--- config.mk ---
export PLATFORM = sky130hd
export DESIGN_NAME = tm1638_frame_sequencer
export DESIGN_NICKNAME = d
export VERILOG_FILES = /design/src/rtl/tm1638_frame_sequencer_pkg.sv /design/src/rtl/tm1638_frame_sequencer_cmd_rom.sv /design/src/rtl/tm1638_frame_sequencer.sv
export SDC_FILE = /design/constraint.sdc
export NUM_CORES = 1
export LEC_CHECK = 0
export BUFFER_PORTS_ARGS = -buffer_cell sky130_fd_sc_hd__buf_4
export CAP_MARGIN = 5
export CORE_UTILIZATION = 47
export CTS_CLUSTER_DIAMETER = 120
export CTS_CLUSTER_SIZE = 25
export DETAILED_ROUTE_END_ITERATION = 8
export PLACE_DENSITY = 0.74
export REMOVE_ABC_BUFFERS = 1
export SKIP_LAST_GASP = 1
export SLEW_MARGIN = 20
export SYNTH_ARGS = -nofsm -noshare
export SYNTH_HDL_FRONTEND = slang
export SYNTH_SLANG_ARGS = --single-unit
--- constraint.sdc ---
create_clock -name clk -period 2.9 [get_ports clk]
set_input_delay 0.29 -clock clk [delete_from_list [all_inputs] [get_ports clk]]
set_output_delay 0.29 -clock clk [all_outputs]
set_load 0.01 [all_outputs]
--- src/rtl/tm1638_frame_sequencer_pkg.sv ---
// Shared constants and types for the TM1638 frame sequencer.
//   - TM1638 command bytes and the display-control ON bit position
//   - step numbers for the per-frame command sequence
//   - sequencer state type
package tm1638_pkg;

  localparam logic [7:0] CMD_DATA_FIXED = 8'h44;
  localparam logic [7:0] CMD_READ_KEYS  = 8'h42;
  localparam logic [7:0] CMD_ADDR       = 8'hC0;
  localparam logic [7:0] CMD_DISP_CTRL  = 8'h80;
  localparam int unsigned DISP_ON_BIT   = 3;

  localparam logic [4:0] STEP_MODE   = 5'd0;
  localparam logic [4:0] STEP_DIGIT0 = 5'd1;
  localparam logic [4:0] STEP_CTRL   = 5'd17;
  localparam logic [4:0] STEP_KEYS   = 5'd18;

  typedef enum logic [1:0] {
    S_IDLE,
    S_LOAD,
    S_ISSUE,
    S_BUSY
  } state_t;

endpackage

--- src/rtl/tm1638_frame_sequencer_cmd_rom.sv ---
// Combinational command table: maps a frame step plus the frame snapshot
// to the SPI transaction for that step.
//   step            : 0 mode, 1..16 digit writes, 17 display control, 18 key read
//   snap_*          : display image and settings captured at frame start
//   out_data        : bytes to send, unused entries 0
//   out_count       : number of bytes to send
//   in_count        : number of bytes to read back
module tm1638_cmd_rom
  import tm1638_pkg::*;
#(
  parameter int unsigned OUT_BYTES    = 8,
  parameter int unsigned OUT_BYTES_SZ = $clog2(OUT_BYTES + 1),
  parameter int unsigned IN_BYTES_SZ  = 3
) (
  input  logic [4:0]                   step,
  input  logic [15:0][7:0]             snap_ram,
  input  logic [2:0]                   snap_brightness,
  input  logic                         snap_display_on,
  output logic [OUT_BYTES-1:0][7:0]    out_data,
  output logic [OUT_BYTES_SZ-1:0]      out_count,
  output logic [IN_BYTES_SZ-1:0]       in_count
);

  logic [3:0] digit;

  always_comb begin
    digit     = 4'(step - STEP_DIGIT0);
    out_data  = '0;
    out_count = '0;
    in_count  = '0;
    if (step == STEP_MODE) begin
      out_data[0] = CMD_DATA_FIXED;
      out_count   = OUT_BYTES_SZ'(1);
    end else if (step < STEP_CTRL) begin
      out_data[0] = CMD_ADDR | {4'h0, digit};
      out_data[1] = snap_ram[digit];
      out_count   = OUT_BYTES_SZ'(2);
    end else if (step == STEP_CTRL) begin
      out_data[0] = CMD_DISP_CTRL | (8'(snap_display_on) << DISP_ON_BIT) | {5'b0, snap_brightness};
      out_count   = OUT_BYTES_SZ'(1);
    end else if (step == STEP_KEYS) begin
      out_data[0] = CMD_READ_KEYS;
      out_count   = OUT_BYTES_SZ'(1);
      in_count    = IN_BYTES_SZ'(4);
    end
  end

endmodule

--- src/rtl/tm1638_frame_sequencer.sv ---
// TM1638 frame sequencer: per frame sends the fixed-address mode command,
// 16 address/data writes, the display-control command, then reads the four
// key-scan bytes, handing each transaction to a 3-wire SPI controller.
//   clk, reset          : clock, synchronous active-high reset
//   enable              : frames start only while high
//   disp_ram            : segment bytes for addresses 0..15
//   brightness,display_on: display-control settings
//   keys, keys_valid    : last key-scan bytes and update pulse
//   frame_done          : end-of-frame pulse
//   spi_*               : SPI controller activate/busy interface
module tm1638_frame_sequencer
  import tm1638_pkg::*;
#(
  parameter int unsigned NUM_SELECTS  = 2,
  parameter int unsigned CS_INDEX     = 0,
  parameter int unsigned OUT_BYTES    = 8,
  parameter int unsigned IN_BYTES     = 4,
  parameter int unsigned OUT_BYTES_SZ = $clog2(OUT_BYTES + 1),
  parameter int unsigned IN_BYTES_SZ  = $clog2(IN_BYTES + 1),
  parameter int unsigned FRAME_GAP    = 50000,
  parameter int unsigned GAP_SZ       = $clog2(FRAME_GAP + 1)
) (
  input  logic                         clk,
  input  logic                         reset,
  input  logic                         enable,
  input  logic [15:0][7:0]             disp_ram,
  input  logic [2:0]                   brightness,
  input  logic                         display_on,
  output logic [3:0][7:0]              keys,
  output logic                         keys_valid,
  output logic                         frame_done,
  output logic                         spi_activate,
  output logic [NUM_SELECTS-1:0]       spi_in_cs,
  output logic [OUT_BYTES-1:0][7:0]    spi_out_data,
  output logic [OUT_BYTES_SZ-1:0]      spi_out_count,
  output logic [IN_BYTES_SZ-1:0]       spi_in_count,
  input  logic                         spi_busy,
  input  logic [IN_BYTES-1:0][7:0]     spi_in_data
);

  // FRAME_GAP=0 would give a zero-width counter; keep at least one bit.
  localparam int unsigned GAP_W = (GAP_SZ < 1) ? 1 : GAP_SZ;

  state_t            state;
  logic [4:0]        step;
  logic [GAP_W-1:0]  gap;
  logic [15:0][7:0]  snap_ram;
  logic [2:0]        snap_brightness;
  logic              snap_display_on;

  logic [OUT_BYTES-1:0][7:0] rom_out_data;
  logic [OUT_BYTES_SZ-1:0]   rom_out_count;
  logic [IN_BYTES_SZ-1:0]    rom_in_count;

  assign spi_in_cs = NUM_SELECTS'(1) << CS_INDEX;

  tm1638_cmd_rom #(
    .OUT_BYTES    (OUT_BYTES),
    .OUT_BYTES_SZ (OUT_BYTES_SZ),
    .IN_BYTES_SZ  (IN_BYTES_SZ)
  ) u_cmd_rom (
    .step            (step),
    .snap_ram        (snap_ram),
    .snap_brightness (snap_brightness),
    .snap_display_on (snap_display_on),
    .out_data        (rom_out_data),
    .out_count       (rom_out_count),
    .in_count        (rom_in_count)
  );

  always_ff @(posedge clk) begin
    if (reset) begin
      state           <= S_IDLE;
      step            <= '0;
      gap             <= '0;
      snap_ram        <= '0;
      snap_brightness <= '0;
      snap_display_on <= 1'b0;
      spi_activate    <= 1'b0;
      spi_out_data    <= '0;
      spi_out_count   <= '0;
      spi_in_count    <= '0;
      keys            <= '0;
      keys_valid      <= 1'b0;
      frame_done      <= 1'b0;
    end else begin
      keys_valid <= 1'b0;
      frame_done <= 1'b0;
      unique case (state)
        S_IDLE: begin
          if (gap != '0) begin
            gap <= gap - GAP_W'(1);
          end else if (enable && !spi_busy) begin
            // Snapshot so mid-frame display updates cannot tear a frame.
            snap_ram        <= disp_ram;
            snap_brightness <= brightness;
            snap_display_on <= display_on;
            step            <= STEP_MODE;
            state           <= S_LOAD;
          end
        end
        S_LOAD: begin
          spi_out_data  <= rom_out_data;
          spi_out_count <= rom_out_count;
          spi_in_count  <= rom_in_count;
          spi_activate  <= 1'b1;
          state         <= S_ISSUE;
        end
        S_ISSUE: begin
          // Controller samples activate only every half-bit time, so hold
          // the request until it acknowledges with busy.
          if (spi_busy) begin
            spi_activate <= 1'b0;
            state        <= S_BUSY;
          end
        end
        S_BUSY: begin
          if (!spi_busy) begin
            if (step == STEP_KEYS) begin
              for (int unsigned i = 0; i < 4; i++) keys[i] <= spi_in_data[i];
              keys_valid <= 1'b1;
              frame_done <= 1'b1;
              gap        <= GAP_W'(FRAME_GAP);
              state      <= S_IDLE;
            end else begin
              step  <= step + 5'd1;
              state <= S_LOAD;
            end
          end
        end
        default: state <= S_IDLE;
      endcase
    end
  end

endmodule

==> impl_metrics.csv <==
group,metric,value,unit
finish,area_growth,20.9,%
synth,postSynthCellCount,1127,
cts,clk_path_buf_depth,3,
setup_path,crit_required,3290,ps
power_and_ir_drop,power_density,609,nW/um2
timing,setup_viol,0,
grt,antenna_found_initial,0,
status,status,"complete, no violations",
finish,fillers,1772,
placement,gp_congestion,0.847,
finish,diodes,0,
cts,cts.sinks,206,
route,dr.first_iter.drc_count,590,
cts,clk_pin_slew_worst_paths,100,ps
synth,synth-edff-count,0,
setup_path,crit_path_end_kind,"flop",
setup_path,regToRegEndpoint,"snap_ram[74]",
setup_path,critPathKind,"flop to flop",
floorplanning,fp-row-count,50,
setup_path,path_cells,"inv_1 -> ha_1 -> nor3b_1 -> and4_1 -> and4_4 -> buf_12 -> nand2_1 -> a21oi_1",
setup_path,timing.rr.start,"gap[0]",
floorplanning,die-area,20200,um2
cts,htreeDepth,1,
timing,max_freq,398,MHz
setup_path,cp.arrival,2900,ps
grt,overflow,0,
cts,cts_tree,"yes",
cts,post_cts_buffers,0,
timing,worst_pin_slew,979,ps
setup_path,r2r_slack,390,ps
route,wl_per_cell,15.1,um
timing,period_needed,2510,ps
timing,finalCritPeriodShare,86.7,%
setup_path,crit_family,"simple AND/OR/NAND/NOR gates",
setup_path,worst-path-buf-inv,2,
grt,grt_use_total,22.9,%
placement,dpl.hpwl,16100,um
cts,cts_buffers,12,
synth,synth_flop_cell,"dfxtp_1",
finish,final_nets,1472,
finish,seqCellArea,4130,um2
setup_path,crit_fanout,107,
synth,netlist-cell-type-count,59,
timing,slew_viol_final,0,
synth,yosys_warnings,0,
route,wl,23400,um
setup_path,r2r_cells,8,
floorplanning,die_w,142,um
timing,finalHoldViolCount,0,
timing,rsz0062_at_grt,"no",
synth,ys_ff_latch,206,
timing,setup_slack,387,ps
cts,insertion_delay,470,ps
route,drc,0,
cts,holdBufCountCts,0,
synth,yosysSeqAreaShare,44.6,%
cts,post_cts_resized,0,
hold_path,min_from,"spi_in_data[18]",
finish,layout-drive-gt1-share,23.2,%
setup_path,critPathMaxStageDelay,430,ps
synth,async_reset_ff_share,0,%
hold_path,hold_depth,3,
synth,netlist_area,9240,um2
placement,dpl_worst_slack,461,ps
route,route.vias.total,8064,
hold_path,hp-class,"input port to flop",
timing,hold_slack,51.4,ps
setup_path,cp_slowest_cell,"nor3b_1",
power_and_ir_drop,p_leak,4.22,nW
synth,avgSynthCellArea,8.20,um2
finish,multiInputGateArea,4530,um2
floorplanning,fp.dieH,142,um
placement,io_buffers,219,
route,ant_nets,0,
grt,grt_max_degree,133,
cts,root_buffer,"clkbuf_16",
floorplanning,start_util,48.6,%
setup_path,cp-start-kind,"flop",
grt,grt_pass1_wl,37400,um
grt,first_global_vias,7366,
floorplanning,ios,276,
timing,clock_skew,31.5,ps
hold_path,holdPathEnd,"keys[18]",
floorplanning,core_area,19000,um2
timing,relSlewSlack,34.7,%
route,first_pass_iters,5,
power_and_ir_drop,irDropWorstVdd,574,uV
route,viasPerCell,5.19,
run,maxCapViolations,0,
-- flip-flops by register name (all words and copies together), names as in the netlist --
register,cells
snap_display_on,1
state,2
spi_activate,1
gap,16
spi_in_count,1
step,5
spi_out_count,2
keys,32
frame_done,1
snap_brightness,3
snap_ram,128
spi_out_data,14
-- worst min-delay path: stages --
cell     delay [ps]
buf_4           110
nand2_1          40
a21oi_1          50
-- cell usage after synthesis (all sizes together) (2+ instances only) --
cell    number  area (um2)
nand4        2        12.5
a311oi       4        35.0
or2          2        12.5
nor4         4        37.5
nand4b       3        26.3
mux4        32         721
o22ai        4        25.0
or3          4        25.0
dfxtp      206        4120
nand3        7        35.0
inv         13        48.8
mux2i        3        30.0
o21ai       11        55.1
a21o         2        15.0
nand2      380        1430
a21oi      205        1060
o211ai       3        22.5
conb         2        7.51
and4         2        17.5
or4          2        15.0
ha          11         138
and3         3        18.8
buf         82         562
a32oi        4        35.0
xnor2        2        17.5
a211oi       3        22.5
clkbuf      53         199
nor2b        2        12.5
nand3b       2        15.0
nor3        12        65.1
o41ai        3        26.3
a211o       11        96.3
nor2        27         101
-- worst max-delay path by stage --
stage                        start            endpoint  slack [ps]  cells past startpoint
final                       gap[0]        snap_ram[74]         390                      8
after global routing      state[1]    spi_out_data[14]         250                      7
after CTS                 state[1]    spi_out_data[14]         430                      7
after detailed placement  state[1]    spi_out_data[10]         460                      7
after global placement    state[1]    spi_out_data[10]         460                      7
after floorplan             gap[0]  snap_brightness[0]       -1700                      7
-- metal layers --
metal  up-vias  GRT usage (%)  share of wire, %
met3        28           3.63               6.4
met4         0           5.26               1.9
met2       278           36.8                48
met1      3741           32.5                44
li1       4017              -                 -
met5         -              0                 0
-- cell usage in the layout, fill, tap and decap left out, types with 3 or more instances in the layout --
cell type  instances
buf_4            229
mux4_2            32
nand2_1          380
or3_1              4
nor2_1            26
inv_1             13
and3_1             3
dfxtp_1          205
clkbuf_16         13
ha_1              10
o211ai_1           3
conb_1            56
a311oi_1           4
buf_12             3
nand4b_1           3
o22ai_1            4
a211oi_1           3
o21ai_0           11
a211o_1           11
o41ai_1            3
mux2i_1            3
a21oi_2            8
nor3_1            11
nand3_1            7
a32oi_1            4
a21oi_1          197
-- cell type report --
type / instances / area share, %
clock buffer: 13 / 2.91
clock inverter: 1 / 0.179
inverter: 13 / 0.437
multi-input combinational: 827 / 40.6
sequential: 206 / 36.9
tap: 260 / 2.91
timing repair buffer: 233 / 16.0
-- power by group --
group	internal, mW	switching, mW	total (mW)
sequential	3.09	0.180	3.27
combinational	0.718	1.06	1.78
clock	0.823	0.938	1.76
total	4.63	2.18	6.80
-- cells by family (layout without fill, tap and decap cells) --
kind of cell | Yosys count | in the layout | synth area share [%]
AOI/OAI and AO/OA | 262 | 262 | 16.2
other | 2 | 56 | 0.0813
muxes | 35 | 35 | 8.12
and+or+nand+nor | 460 | 460 | 20.5
xor gates and xnor gates | 3 | 3 | 0.284
buffers and inverters | 148 | 260 | 8.76
adders and majority gates | 11 | 11 | 1.49
DFF | 206 | 206 | 44.6
-- per-stage QoR --
stage | power [mW] | std cells | setup TNS (ps) | util (%) | cell area (um2)
floorplan | 4.47 | 1046 | -252700 | - | 8680
global placement | 5.05 | 1539 | 0 | 56.9 | 10800
detailed placement | 5.09 | 1539 | 0 | 56.9 | 10800
CTS | 6.85 | 1553 | 0 | 58.7 | 11200
global route | 7.21 | 1553 | 0 | 58.7 | 11200
finish | 6.80 | 1553 | 0 | 58.7 | 11200
(Power assumes the default switching activity.)
